## config.mk

```make
export PLATFORM = sky130hd
export DESIGN_NAME = wdt_rstgen
export DESIGN_NICKNAME = d
export VERILOG_FILES = /design/src/rtl/wdt_rstgen.sv
export SDC_FILE = /design/constraint.sdc
export NUM_CORES = 1
export LEC_CHECK = 0
export BUFFER_PORTS_ARGS = -buffer_cell sky130_fd_sc_hd__buf_4
export CAP_MARGIN = 5
export CORE_ASPECT_RATIO = 1.5
export CORE_MARGIN = 1.5
export CORE_UTILIZATION = 52
export DETAILED_ROUTE_END_ITERATION = 6
export HOLD_SLACK_MARGIN = 0.02
export PLACE_DENSITY = 0.73
export SETUP_SLACK_MARGIN = 0.3
export SLEW_MARGIN = 20
export SYNTH_ARGS = -nofsm -noshare
export SYNTH_HDL_FRONTEND = slang
export SYNTH_SLANG_ARGS = --single-unit
export TNS_END_PERCENT = 10
```

## constraint.sdc

```tcl
create_clock -name clk -period 2.8 [get_ports clk]
set_input_delay 0.56 -clock clk [delete_from_list [all_inputs] [get_ports clk]]
set_output_delay 0.56 -clock clk [all_outputs]
set_load 0.005 [all_outputs]
```

## src/rtl/wdt_rstgen.sv

```systemverilog
// Watchdog timer with a two-stage timeout: the first expiry raises a warning,
// the second requests a fixed-length software reset pulse.
module wdt_rstgen #(
    parameter int          RST_PULSE = 4,
    parameter logic [31:0] FEED_KEY  = 32'h5A5A_A5A5
) (
    input  logic        clk,
    input  logic        rst_n,
    input  logic        we_i,
    input  logic [1:0]  addr_i,
    input  logic [31:0] wdata_i,
    output logic [31:0] rdata_o,
    output logic        irq_o,
    output logic        soft_rst_en,
    output logic [1:0]  dbg_state
);

    typedef enum logic [1:0] {
        IDLE = 2'd0,
        RUN  = 2'd1,
        WARN = 2'd2,
        RST  = 2'd3
    } state_t;

    localparam logic [31:0] LOAD_RST = 32'h00FF_FFFF;

    state_t      state;
    logic        en;
    logic        irq_en;
    logic        sts;
    logic [31:0] load_q;
    logic [31:0] counter;
    logic [3:0]  rst_cnt;

    logic        wr_ctrl;
    logic        wr_load;
    logic        feed_ok;
    logic        counting;
    logic        disable_req;
    logic        expiry;
    logic        sts_nxt;
    logic        irq_en_nxt;
    logic [31:0] rd_mux;

    // Register writes are blocked entirely while the reset pulse is active.
    always_comb begin
        wr_ctrl     = we_i && (addr_i == 2'd0) && (state != RST);
        wr_load     = we_i && (addr_i == 2'd1) && (state != RST);
        feed_ok     = we_i && (addr_i == 2'd2) && (state != RST) && (wdata_i == FEED_KEY);
        counting    = (state == RUN) || (state == WARN);
        disable_req = counting && wr_ctrl && !wdata_i[0];
        // Disable and feed both take precedence over a same-cycle expiry.
        expiry      = counting && (counter == 32'd0) && !feed_ok && !disable_req;
        irq_en_nxt  = wr_ctrl ? wdata_i[1] : irq_en;
        sts_nxt     = (sts && !(wr_ctrl && wdata_i[2])) || (expiry && (state == RUN));
    end

    always_comb begin
        rd_mux = 32'd0;
        case (addr_i)
            2'd0:    rd_mux = {29'd0, sts, irq_en, en};
            2'd1:    rd_mux = load_q;
            2'd2:    rd_mux = 32'd0;
            default: rd_mux = counter;
        endcase
    end

    assign dbg_state = state;

    always_ff @(posedge clk) begin
        if (!rst_n) begin
            state       <= IDLE;
            en          <= 1'b0;
            irq_en      <= 1'b0;
            sts         <= 1'b0;
            load_q      <= LOAD_RST;
            counter     <= LOAD_RST;
            rst_cnt     <= 4'd0;
            rdata_o     <= 32'd0;
            irq_o       <= 1'b0;
            soft_rst_en <= 1'b0;
        end else begin
            rdata_o <= rd_mux;
            irq_en  <= irq_en_nxt;
            sts     <= sts_nxt;
            irq_o   <= sts_nxt && irq_en_nxt;
            if (wr_ctrl) begin
                en <= wdata_i[0];
            end
            if (wr_load) begin
                load_q <= wdata_i;
            end

            case (state)
                IDLE: begin
                    if (wr_ctrl && wdata_i[0]) begin
                        counter <= load_q;
                        state   <= RUN;
                    end
                end
                RUN, WARN: begin
                    if (disable_req) begin
                        state <= IDLE;
                    end else if (feed_ok) begin
                        counter <= load_q;
                        state   <= RUN;
                    end else if (expiry) begin
                        if (state == RUN) begin
                            counter <= load_q;
                            state   <= WARN;
                        end else begin
                            en          <= 1'b0;
                            soft_rst_en <= 1'b1;
                            rst_cnt     <= 4'(RST_PULSE - 1);
                            state       <= RST;
                        end
                    end else begin
                        counter <= counter - 32'd1;
                    end
                end
                RST: begin
                    if (rst_cnt == 4'd0) begin
                        soft_rst_en <= 1'b0;
                        state       <= IDLE;
                    end else begin
                        rst_cnt <= rst_cnt - 4'd1;
                    end
                end
                default: state <= IDLE;
            endcase
        end
    end

endmodule

```

==> results of run 1 <==
-- registers in the layout (all words and copies together), names as in the netlist --
signal,count
en,1
soft_rst_en,1
counter,32
dbg_state,2
irq_en,1
irq_o,1
rst_cnt,4
rdata_o,32
load_q,32
sts,1
-- synthesized netlist by cell type, types with 5 or more instances --
| master | instances |
|---|---|
| nand2_1 | 108 |
| dfxtp_1 | 107 |
| mux2i_1 | 52 |
| nor2_1 | 52 |
| nand3_1 | 35 |
| a21oi_1 | 30 |
| inv_1 | 29 |
| nor3_1 | 22 |
| clkbuf_1 | 21 |
| o21ai_0 | 16 |
| a32oi_1 | 13 |
| buf_2 | 10 |
| ha_1 | 9 |
| a22oi_1 | 7 |
| and3_1 | 7 |
| nor4_1 | 5 |
| o221ai_2 | 5 |
| o31ai_1 | 5 |
-- stage by stage --
stage               cell area, µm²  setup TNS [ns]   util
floorplan                     5370               0      -
global placement              6290          -0.793  0.624
detailed placement            6290           -1.64  0.624
CTS                           6700               0  0.665
global route                  6960               0  0.691
finish                        6960               0  0.691
-- logic make-up after synthesis --
logic type | count (synthesis) | share of synthesized area
compound gates | 110 | 0.149
buf+inv | 66 | 0.0528
simple gates | 281 | 0.271
fa+ha+maj | 9 | 0.0210
mux | 56 | 0.106
flops | 107 | 0.400
-- worst max-delay path by stage --
| stage | from | endpoint |
|---|---|---|
| final | counter[15] | counter[31] |
| after global routing | counter[15] | counter[14] |
| after global placement | wdata_i[3] | counter[15] |
| after CTS | counter[16] | counter[31] |
| after floorplan | addr_i[0] | counter[21] |
| after detailed placement | wdata_i[3] | counter[9] |
-- report_power, final --
part	switching (mW)	leakage, nW	total [mW]	internal [mW]
registers	0.127	0.875	1.79	1.66
clock network	0.587	0.154	1.31	0.728
logic	0.806	2.04	1.59	0.784
total	1.52	3.07	4.69	3.17
-- routing by layer --
layer	share of wire	wire, µm	global-route usage
met4	0.025	403	0.107
met2	0.50	7850	0.479
met3	0.063	1000	0.0627
met1	0.42	6610	0.366
met5	0	0	0
-- worst max-delay path: stages (launching register included) --
cell	delay (ns)
dfxtp_2	0.32
or4_4	0.53
or4_4	0.46
nor4_4	0.37
a41o_4	0.32
buf_12	0.14
a21oi_1	0.05
o221a_2	0.27
-- layout by cell type, fill, tap and decap left out, types with 4 or more instances in the layout --
cell type / instances
a22oi_1: 7
buf_6: 7
nand3_1: 35
o21ai_0: 14
o22ai_1: 4
nor2_1: 51
ha_1: 9
o31ai_1: 5
buf_4: 129
and3_1: 7
nor4_4: 5
o221a_2: 4
nor3_1: 21
mux2_2: 4
mux2i_1: 52
clkbuf_16: 10
dfxtp_1: 102
nand4_1: 4
a21oi_1: 28
dfxtp_2: 5
buf_12: 4
inv_1: 29
nand2_1: 108
a32oi_1: 13
o221ai_2: 5
-- cell type report --
class | count | area (µm²)
Clock inverter | 6 | 70.1
Tap cell | 117 | 146
Sequential cell | 107 | 2150
Clock buffer | 10 | 239
Inverter | 29 | 109
Fill cell | 821 | 3110
Timing Repair Buffer | 141 | 1150
Multi-Input combinational cell | 456 | 3100
-- timing repair --
item,in CTS,in global routing
setup buffers,13,8
endpoints found under the setup margin,36,41
resized for setup,2,39
pin swaps,4,15
hold buffers,0,0
cloned,0,1
==> results by group, run 1 <==
Setup path
  • Crit Path Max Fanout: 11
  • R2R cell count: 7
  • Worst r2r src: counter[15]
  • FF-to-FF End: counter[31]
  • Crit Path Class: flop to flop
  • Crit. End Element: flop
  • Critical Path AT: 2.82 ns
  • CP Data Required Time: 3.04 ns
  • Startpoint types: flop
  • Reg2reg setup slack: 0.22 ns

Layout
  • Ant diodes: 0
  • Layout Cells excl Fill: 866
  • Layout cells sized above 1: 0.286
  • Area growth from synthesis to layout: 30.1%
  • Layout Nets: 790

Placed design
  • Number of buffers added on ports: 72
  • Post-Place Setup Slack: -0.0993 ns
  • Final RePlAce weighted congestion: 0.900
  • Post-Place Cells: 828
  • Post-DP HPWL: 11.1 mm

STA
  • Fmax: 387 MHz
  • Slew @ Worst Pin: 0.785 ns
  • Final Hold Fails: 0
  • Max Clock Skew: 0.00652 ns
  • Period utilisation layout: 0.922
  • Slew headroom: 0.477
  • WHS: 0.428 ns
  • Final Max Tran Viols: 0
  • Minimum clock period: 2.58 ns
  • RSZ-0062 raised after global routing: true
  • Setup ws final: 0.219 ns
  • # setup viols final: 0

Clocking
  • CTS buffer count: 9
  • Clk buf depth: 2
  • CTS tree: built
  • Worst-path clk slew: 0.07 ns
  • Clock Latency Late Sink: 0.35 ns
  • Clk root buf: clkbuf_16
  • Clk sink count: 107
  • H-tree depth: 3

Route
  • DRC: 0
  • Avg Vias per Cell: 6.15
  • ANT nets after route: 0
  • DRT Wirelength: 15.9 mm
  • Via count: 5324
  • Initial DRC Count: 436
  • Avg WL per Cell: 18.3 µm
  • Drt first pass iters: 4

Yosys
  • Post-Synthesis Cells: 629
  • Synth cell types: 65
  • Mean area per synthesized cell: 8.51 µm²
  • Post-synth ARST share: 0
  • Synth Cell Area: 5350 µm²
  • Top_reg_cell synth: dfxtp_1
  • Flip-flop and latch count after synthesis: 107
  • Top cell type's share of synthesized area: 0.400
  • Net Count, Synth: 675
  • Seq/Total Area, Yosys: 0.400
  • Post-synth EDFFs: 0
  • Synth area leader: dfxtp_1
  • Synthesis warning total: 0
  • Area contributors post-synth: dfxtp_1 40%, mux2i_1 9.7%, nand2_1 7.6%

Hold path
  • HP Class: input pin to flop
  • Hold Crit Start: wdata_i[13]
  • Worst Hold End: load_q[13]
  • Hold depth: 3

Floorplan
  • Die H: 127 µm
  • Initial Util: 0.531
  • Core Area: 10100 µm²
  • Die X: 85.8 µm
  • # rows: 45
  • Total Die Area: 10900 µm²
  • Io pins: 73

Global route
  • First-pass GRT wire length: 24.8 mm
  • Vias in the first global route: 5032
  • Largest net degree at the start of global routing: 40
  • Initial antenna violation count: 0
  • GRT overflow: 0
  • GRT Total Usage: 0.289

Power
  • Pwr dens: 674 nW/µm²
  • Worst vdd ir: 0.000451 V
  • Lkg Pwr: 3.07 nW
  • Power Total: 4.69 mW

Outcome
  • Outcome: finished clean

Run
  • Max cap viols: 0
No activity file was read; power rests on OpenSTA's default activity.
==> run 2: changes to the inputs <==
- RECOVER_POWER: default -> 100
==> run 2 against run 1 <==
The run now ends with capacitance limit, slew limit left. Sequential power barely moved. Worst setup slack better by 0.0056 ns. Fmax increased by 0.22%. Register-to-register slack about the same. First-iteration DRC count up 13%. Combinational power is essentially flat. Clock skew up 0.0011 ns. Sequential cell count unchanged. Wire length shrank 0.17%. Via count up 0.24%. Count of clock-buffer cells in the layout unchanged. Hold slack worse by 0.0037 ns. Highest routed layer unchanged. Critical endpoint unchanged.
==> results by group, run 2 (synthesized netlist as in run 1, its figures left out) <==
STA
  • Minimum clock period: 2.58 ns (about the same)
  • Fmax: 388 MHz (was 387 MHz)
  • Setup_tns: 0 ns (unchanged)
  • Period utilisation layout: 0.920 (was 0.922)
  • # setup viols final: 0 (unchanged)
  • Slew @ Worst Pin: 1.56 ns (was 0.785 ns)
  • Max Clock Skew: 0.00758 ns (was 0.00652 ns)
  • Final Hold Fails: 0 (unchanged)
  • RSZ-0062 raised after global routing: true (unchanged)
  • Slew headroom: -0.0402 (was 0.477)
  • Setup ws final: 0.224 ns (was 0.219 ns)
  • Final Max Tran Viols: 30 (was 0)

Route
  • Avg WL per Cell: 18.3 µm (about the same)
  • DRC: 0 (unchanged)
  • ANT nets after route: 0 (unchanged)
  • Initial DRC Count: 491 (was 436)
  • Via count: 5337 (was 5324)
  • Drt first pass iters: 5 (was 4)
  • Avg Vias per Cell: 6.16 (was 6.15)
  • DRT Wirelength: 15.8 mm (was 15.9 mm)

Setup path
  • Critical Path AT: 2.82 ns (about the same)
  • Crit Path Max Fanout: 11 (unchanged)
  • Crit Path Class: flop to flop (unchanged)
  • CP Data Required Time: 3.04 ns (about the same)
  • Startpoint types: flop (unchanged)
  • Crit. End Element: flop (unchanged)
  • Reg2reg setup slack: 0.22 ns (about the same)

Global route
  • First-pass GRT wire length: 24.8 mm (unchanged)
  • Initial antenna violation count: 0 (unchanged)
  • GRT overflow: 0 (unchanged)
  • Vias in the first global route: 5032 (unchanged)
  • GRT Total Usage: 0.289 (unchanged)
  • Largest net degree at the start of global routing: 40 (unchanged)

Power
  • Worst vdd ir: 0.000452 V (was 0.000451 V)
  • Lkg Pwr: 3.04 nW (was 3.07 nW)
  • Pwr dens: 675 nW/µm² (was 674 nW/µm²)
  • Power Total: 4.69 mW (about the same)

Floorplan
  • Total Die Area: 10900 µm² (unchanged)
  • Die H: 127 µm (unchanged)
  • Io pins: 73 (unchanged)
  • Initial Util: 0.531 (unchanged)
  • Die X: 85.8 µm (unchanged)
  • Core Area: 10100 µm² (unchanged)
  • # rows: 45 (unchanged)

Layout
  • Area growth from synthesis to layout: 29.8% (was 30.1%)
  • Layout cells sized above 1: 0.279 (was 0.286)
  • Commonest non-fill, non-tap cell in the layout: nand2_1 (was buf_4)
  • Biggest regs: counter x32, load_q x32, rdata_o x32 (unchanged)
  • Fill count: 827 (was 821)
  • Commonest cells after routing, fill and taps aside: 108 x nand2_1, 103 x dfxtp_1, 90 x buf_4 (was 129 x buf_4, 108 x nand2_1, 102 x dfxtp_1)
  • Layout Nets: 790 (unchanged)
  • Ant diodes: 0 (unchanged)

Clocking
  • Clock Latency Late Sink: 0.35 ns (about the same)
  • Clk buf depth: 2 (unchanged)
  • CTS buffer count: 9 (unchanged)
  • Clk sink count: 107 (unchanged)
  • Clk root buf: clkbuf_16 (unchanged)
  • CTS tree: built (unchanged)
  • Worst-path clk slew: 0.07 ns (about the same)
  • H-tree depth: 3 (unchanged)
  • Post-CTS Hold Buffers: 0 (unchanged)

Placed design
  • Number of buffers added on ports: 72 (unchanged)
  • Post-DP HPWL: 11.1 mm (unchanged)
  • Post-Place Setup Slack: -0.0993 ns (unchanged)
  • Final RePlAce weighted congestion: 0.900 (unchanged)

Outcome
  • Outcome: finished with violations (was finished clean)
  • Violated checks: capacitance limit, slew limit

Hold path
  • HP Class: input pin to flop (unchanged)

Run
  • Max cap viols: 1 (was 0)
run 2: path summary, 6_finish.rpt:
| path | to | cells past startpoint | from |
|---|---|---|---|
| setup / recovery | counter[31] | 7 | counter[15] |
| setup reg to reg | counter[31] | 7 | counter[15] |
| hold reg to reg | load_q[30] | 2 | load_q[30] |
| hold / removal | load_q[13] | 3 | wdata_i[13] |
run 2: worst max-delay path, stage by stage (launching register included):
cell and delay, ns:
dfxtp_2 0.32, or4_4 0.53, or4_4 0.46, nor4_4 0.37, a41o_4 0.32, buf_12 0.14
a21oi_1 0.05, o221a_2 0.27
run 2: final cells by class:
cell class,count,area [µm²],share of cell area
well taps,117,146,0.0211
clock buffers,10,239,0.0344
flip-flops and latches,107,2150,0.309
clock inverters,6,70.1,0.0101
repair buffers,141,1130,0.163
multi-input cells,456,3100,0.446
inverters,29,109,0.0157
run 2: repair_timing:
item / 4_1_cts / 5_1_grt
cloned: 0 / 1
setup endpoints to repair: 36 / 41
setup buffers: 13 / 8
pin swaps: 4 / 15
gates resized for setup: 2 / 39
hold endpoints to repair: 0 / 0
run 2: per-layer routing:
layer  wire length [µm]  global-route usage
met5                  0                   0
met3               1080              0.0627
met1               6530               0.366
met4                406               0.107
met2               7820               0.479
run 2: stage by stage:
step | instance area (µm²) | instances | hold WS, ns | utilization
CTS | 6700 | 857 | 0.427 | 0.665
floorplan | 5370 | 629 | 0.445 | -
finish | 6950 | 866 | 0.425 | 0.689
global placement | 6290 | 828 | 0.460 | 0.624
global route | 6950 | 866 | 0.437 | 0.689
detailed placement | 6290 | 828 | 0.464 | 0.624
run 2: power by group:
part           switching [mW]  leakage (nW)  total (mW)  internal (mW)
Sequential              0.127         0.874        1.79           1.66
Combinational           0.809          2.01        1.58          0.776
Clock                   0.590         0.154        1.32          0.728
